===== src/rtl/cpu_pkg.sv =====
// Shared definitions for the CPU instruction path: word layout, special
// opcodes and the issuer state encoding.
package cpu_pkg;

    localparam int WORD_W   = 20;
    localparam int OPCODE_W = 4;

    localparam logic [OPCODE_W-1:0] OP_NOP  = 4'h0;
    localparam logic [OPCODE_W-1:0] OP_JMP  = 4'hE;
    localparam logic [OPCODE_W-1:0] OP_HALT = 4'hF;

    localparam logic [WORD_W-1:0] NOP_WORD = 20'h00000;

    typedef enum logic [1:0] {
        IDLE = 2'd0,
        RUN  = 2'd1,
        DONE = 2'd2
    } issuer_state_t;

    // Opcode field of an instruction word (top OPCODE_W bits).
    function automatic logic [OPCODE_W-1:0] opcode_of(input logic [WORD_W-1:0] w);
        return w[WORD_W-1 -: OPCODE_W];
    endfunction

endpackage


===== src/rtl/issuer_prog_mem.sv =====
// Program store for instr_issuer: DEPTH x WORD_W register file with one
// synchronous write port and one combinational read port. Not reset, so
// a loaded program survives rst.
module issuer_prog_mem
    import cpu_pkg::*;
#(
    parameter int DEPTH  = 16,
    parameter int ADDR_W = 4
) (
    input  logic              clk,
    input  logic              we,
    input  logic [ADDR_W-1:0] waddr,
    input  logic [WORD_W-1:0] wdata,
    input  logic [ADDR_W-1:0] raddr,
    output logic [WORD_W-1:0] rdata
);

    logic [WORD_W-1:0] mem [DEPTH];

    // Synchronous write; the new word is readable the cycle after.
    always_ff @(posedge clk) begin
        if (we) begin
            mem[waddr] <= wdata;
        end
    end

    assign rdata = mem[raddr];

endmodule


===== src/rtl/instr_issuer.sv =====
// Program sequencer feeding the core's instruction input. On start it walks
// the program store from address 0, one word per cycle, until HALT, the
// final-address wrap, or abort.
// Optional feature macro: ISSUER_JUMP_EN (opcode 4'hE becomes JUMP).
module instr_issuer
    import cpu_pkg::*;
#(
    parameter int DEPTH  = 16,
    parameter int ADDR_W = 4
) (
    input  logic              clk,
    input  logic              rst,
    input  logic              prog_we,
    input  logic [ADDR_W-1:0] prog_addr,
    input  logic [19:0]       prog_wdata,
    input  logic              start,
    input  logic              hold,
    input  logic              abort,
    output logic [19:0]       instr_out,
    output logic              instr_valid,
    output logic [ADDR_W-1:0] pc,
    output logic              busy,
    output logic              done
);

    issuer_state_t     state, state_n;
    logic [ADDR_W-1:0] pc_n;
    logic [WORD_W-1:0] out_n;
    logic              valid_n;
    logic [WORD_W-1:0] word;
    logic              mem_we;

    // Loader writes are only accepted while idle.
    assign mem_we = prog_we && (state == IDLE);

    issuer_prog_mem #(
        .DEPTH  (DEPTH),
        .ADDR_W (ADDR_W)
    ) u_mem (
        .clk   (clk),
        .we    (mem_we),
        .waddr (prog_addr),
        .wdata (prog_wdata),
        .raddr (pc),
        .rdata (word)
    );

    // State, PC and registered instruction outputs.
    always_ff @(posedge clk or posedge rst) begin
        if (rst) begin
            state       <= IDLE;
            pc          <= '0;
            instr_out   <= NOP_WORD;
            instr_valid <= 1'b0;
        end else begin
            state       <= state_n;
            pc          <= pc_n;
            instr_out   <= out_n;
            instr_valid <= valid_n;
        end
    end

    // Next-state, next-PC and next-output decode; NOP is the default word.
    always_comb begin
        state_n = state;
        pc_n    = pc;
        out_n   = NOP_WORD;
        valid_n = 1'b0;
        case (state)
            IDLE: begin
                if (start) begin
                    state_n = RUN;
                    pc_n    = '0;
                end
            end
            RUN: begin
                if (abort) begin
                    state_n = DONE;
                end else if (hold) begin
                    state_n = RUN;
                end else if (opcode_of(word) == OP_HALT) begin
                    state_n = DONE;
`ifdef ISSUER_JUMP_EN
                end else if (opcode_of(word) == OP_JMP) begin
                    pc_n = word[ADDR_W-1:0];
`endif
                end else begin
                    out_n   = word;
                    valid_n = 1'b1;
                    pc_n    = pc + ADDR_W'(1);
                    if (pc == ADDR_W'(DEPTH - 1)) begin
                        state_n = DONE;
                    end
                end
            end
            DONE: begin
                state_n = IDLE;
            end
            default: begin
                state_n = IDLE;
            end
        endcase
    end

    assign busy = (state == RUN);
    assign done = (state == DONE);

endmodule


===== config.mk =====
export PLATFORM = sky130hd
export DESIGN_NAME = instr_issuer
export DESIGN_NICKNAME = d
export VERILOG_FILES = /design/src/rtl/cpu_pkg.sv /design/src/rtl/issuer_prog_mem.sv /design/src/rtl/instr_issuer.sv
export SDC_FILE = /design/constraint.sdc
export NUM_CORES = 1
export LEC_CHECK = 0
export ABC_CLOCK_PERIOD_IN_PS = 3100
export CORE_MARGIN = 3
export CORE_UTILIZATION = 25
export DETAILED_ROUTE_END_ITERATION = 10
export PLACE_DENSITY_LB_ADDON = 0.05
export SLEW_MARGIN = 15
export SYNTH_ARGS = -nofsm -noshare
export SYNTH_HDL_FRONTEND = slang
export SYNTH_SLANG_ARGS = --single-unit
export TNS_END_PERCENT = 1

===== constraint.sdc =====
create_clock -name clk -period 3.1 [get_ports clk]
set_input_delay 0.62 -clock clk [delete_from_list [all_inputs] [get_ports clk]]
set_output_delay 0.62 -clock clk [all_outputs]
set_load 0.03 [all_outputs]

==> impl_metrics.csv <==
group,metric,value,unit
outcome,status,"completed",
yosys,synth_compound_area_share,0.856,%
yosys,synth_simple_gate_area_share,3.23,%
global_routing,grt_pass1_wl,50100,µm
sta,fin_skew,0.0110,ns
clock_network,cts_inserted_buffers,41,
critical_path,critical_path.max_fanout,19,
sta,tightest_slew,0.753,ns
yosys,synth.top_cells.by_count,"edfxtp_1 (320), mux4_2 (96), dfrtp_1 (27)",
clock_network,post_cts_buffers,0,
global_routing,grt-ovfl-total,0,
global_routing,grt_max_degree,38,
sta,fin_crit,2.88,ns
clock_network,cts_resized,0,
clock_network,cts_tree,"built",
yosys,synth_largest_area_cell,"edfxtp_1",
detailed_routing,wl,34700,µm
yosys,synthFlopType,"edfxtp_1",
power,powerDensity,707,mW/mm²
detailed_routing,wl_per_cell,25.0,µm
sta,finalSetupViolCount,0,
detailed_routing,drtIter0Drc,397,
yosys,yosysSeqAreaShare,78.2,%
die,initial_core_util,25.4,%
placement,portBuffers,56,
detailed_routing,route.detailed.drc,0,
final_layout,layout.nets,707,
yosys,syn_area,0.0132,mm²
die,core-area,0.0517,mm²
yosys,synth_xor_area_share,0,%
final_layout,diodes,0,
clock_network,clockRootBuffer,"clkbuf_16",
yosys,syn_inst,573,
global_routing,first_global_vias,6733,
clock_network,clk_path_buf_depth,3,
critical_path,crit_path_start_kind,"flop",
power,p_leak,4.98,nW
detailed_routing,drtAntennaViolNets,0,
sta,rsz0062_at_grt,"false",
critical_path,cp.required,2.48,ns
yosys,yosysWarningCount,0,
yosys,synth_top_area_share,73.0,%
clock_network,path_clk_slew,0.06,ns
die,die_w,235,µm
yosys,synth_edf_count,320,
detailed_routing,via_per_inst,4.43,
final_layout,fin_area,0.0161,mm²
detailed_routing,num_vias,6145,
power,ir_drop,0.000268,V
run,cap_viol_max_count,0,
placement,gp_congestion,0.660,
critical_path,crit_slowest_cell,"clkdlybuf4s50_1",
detailed_routing,drt_pass1_iterations,4,
die,die_area,0.0554,mm²
yosys,ys_ff_latch,347,
sta,tns,0,ns
yosys,synth_top_family_by_area,"multiplexers",
clock_network,hold_buffers,0,
die,fp.dieH,235,µm
critical_path,cp.arrival,2.26,ns
clock_network,htree_levels,2,
sta,slew_violations,0,
yosys,synth_mux_area_share,16.6,%
sta,hold_viol_final,0,
placement,placed_area,0.0149,mm²
placement,place_hpwl,18400,µm
yosys,ys_types,34,
sta,holdWs,0.540,ns
min_path,min_path_type,"input pin to async pin",
global_routing,antenna_found_initial,0,
clock_network,worstSkewPairLatency,0.54,ns
critical_path,max_stage_delay,0.75,ns
yosys,synth.most_common_cell,"edfxtp_1",
yosys,syn-mean-instance-area,23.0,µm²
clock_network,clock-sinks,347,
sta,slew_headroom,49.8,%
critical_path,cp-end-kind,"output pin",
final_layout,fin_util,31.2,%
critical_path,path_cells,"buf_4 -> clkdlybuf4s50_1",
die,rows,83,
final_layout,drive_gt1_share,28.2,%
yosys,syn-num-nets,604,
global_routing,grt.total_usage,12.7,%
yosys,postSynth.asyncResetShare,7.78,%
yosys,synth.area.top_cells,"edfxtp_1 (73%), mux4_2 (16%), dfrtp_1 (5.1%), nor2b_1 (1.1%), nor2_1 (0.54%)",
die,ios,57,
yosys,synth_adder_area_share,0.0951,%
sta,post-route-period-util,93.0,%
critical_path,worst-setup-path-type,"flop to output pin",
final_layout,area_growth,22.7,%
power,total_power,11.4,mW
sta,max_freq,347,MHz
[final cells by class]
| class | count | area (µm²) |
|---|---|---|
| clock buffer | 58 | 1110 |
| clock inverter | 15 | 144 |
| fill | 4980 | 35600 |
| inverter | 4 | 15.0 |
| multi-input combinational | 195 | 2780 |
| sequential | 347 | 10300 |
| tap | 680 | 851 |
| timing repair buffer | 87 | 943 |
[cells in the final DEF, fill, tap and decap left out, types with 3 or more instances in the layout]
cell type / synthesis / routed
nand2_1: 15 / 15
nand2b_1: 3 / 3
nor2_1: 19 / 7
nand3_1: 9 / 9
nor2_2: 0 / 12
a22oi_1: 4 / 4
buf_12: 0 / 12
bufinv_16: 0 / 3
nor3_2: 0 / 4
clkinv_2: 0 / 3
nor2b_1: 24 / 24
dfrtp_1: 27 / 24
clkinv_1: 0 / 9
clkdlybuf4s50_1: 0 / 56
inv_1: 4 / 3
clkbuf_16: 0 / 41
edfxtp_1: 320 / 320
mux4_2: 96 / 96
clkbuf_1: 16 / 15
buf_4: 0 / 19
[registers in the layout (all words and copies together) (netlist names)]
register	count
pc	4
instr_valid	1
instr_out	20
state	2
u_mem.mem	320
[through the flow]
| step | worst slack (ns) | cells |
|---|---|---|
| finish | 0.216 | 1386 |
| global route | 0.0881 | 1386 |
| CTS | 0.112 | 1386 |
| detailed placement | 0.152 | 1313 |
| global placement | 0.168 | 1313 |
| floorplan | 0.154 | 573 |
[worst max-delay path: cells and delay by family (launching register included)]
| family | cells | cell delay, ns |
|---|---|---|
| buffers and inverters | 2 | 1.19 |
| flip-flops | 1 | 0.53 |
[routing by layer]
| metal | global-route usage (%) | routed length [µm] | share of wire (%) |
|---|---|---|---|
| met5 | 0 | 0 | 0 |
| met4 | 3.60 | 721 | 2.1 |
| met3 | 2.73 | 1520 | 4.4 |
| met2 | 19.8 | 16200 | 47 |
| met1 | 17.9 | 16200 | 47 |
[report_power, final]
part | internal (mW) | switching (mW)
clock | 2.73 | 1.83
sequential | 5.23 | 0.115
combinational | 0.791 | 0.710
total | 8.75 | 2.66
[worst paths after layout]
check	startpoint	to	slack, ns	cells after the start
worst min register to register	state[1]	state[0]	0.55	1
worst max register to register	pc[0]	instr_out[12]	0.26	6
worst min-delay path	rst	instr_out[1]	0.54	3
min in group clk	state[1]	state[0]	0.55	1
max in group asynchronous	rst	pc[0]	2.13	3
worst max-delay path	pc[3]	pc[3]	0.22	2
[logic make-up (layout without fill, tap and decap cells)]
family          count (synthesis)  in the layout
compound gates                 14             14
fa+ha+maj                       1              1
buf+inv                        31            164
flops                         347            347
mux                            98             98
simple gates                   82             82
No activity file was read; power rests on OpenSTA's default activity.
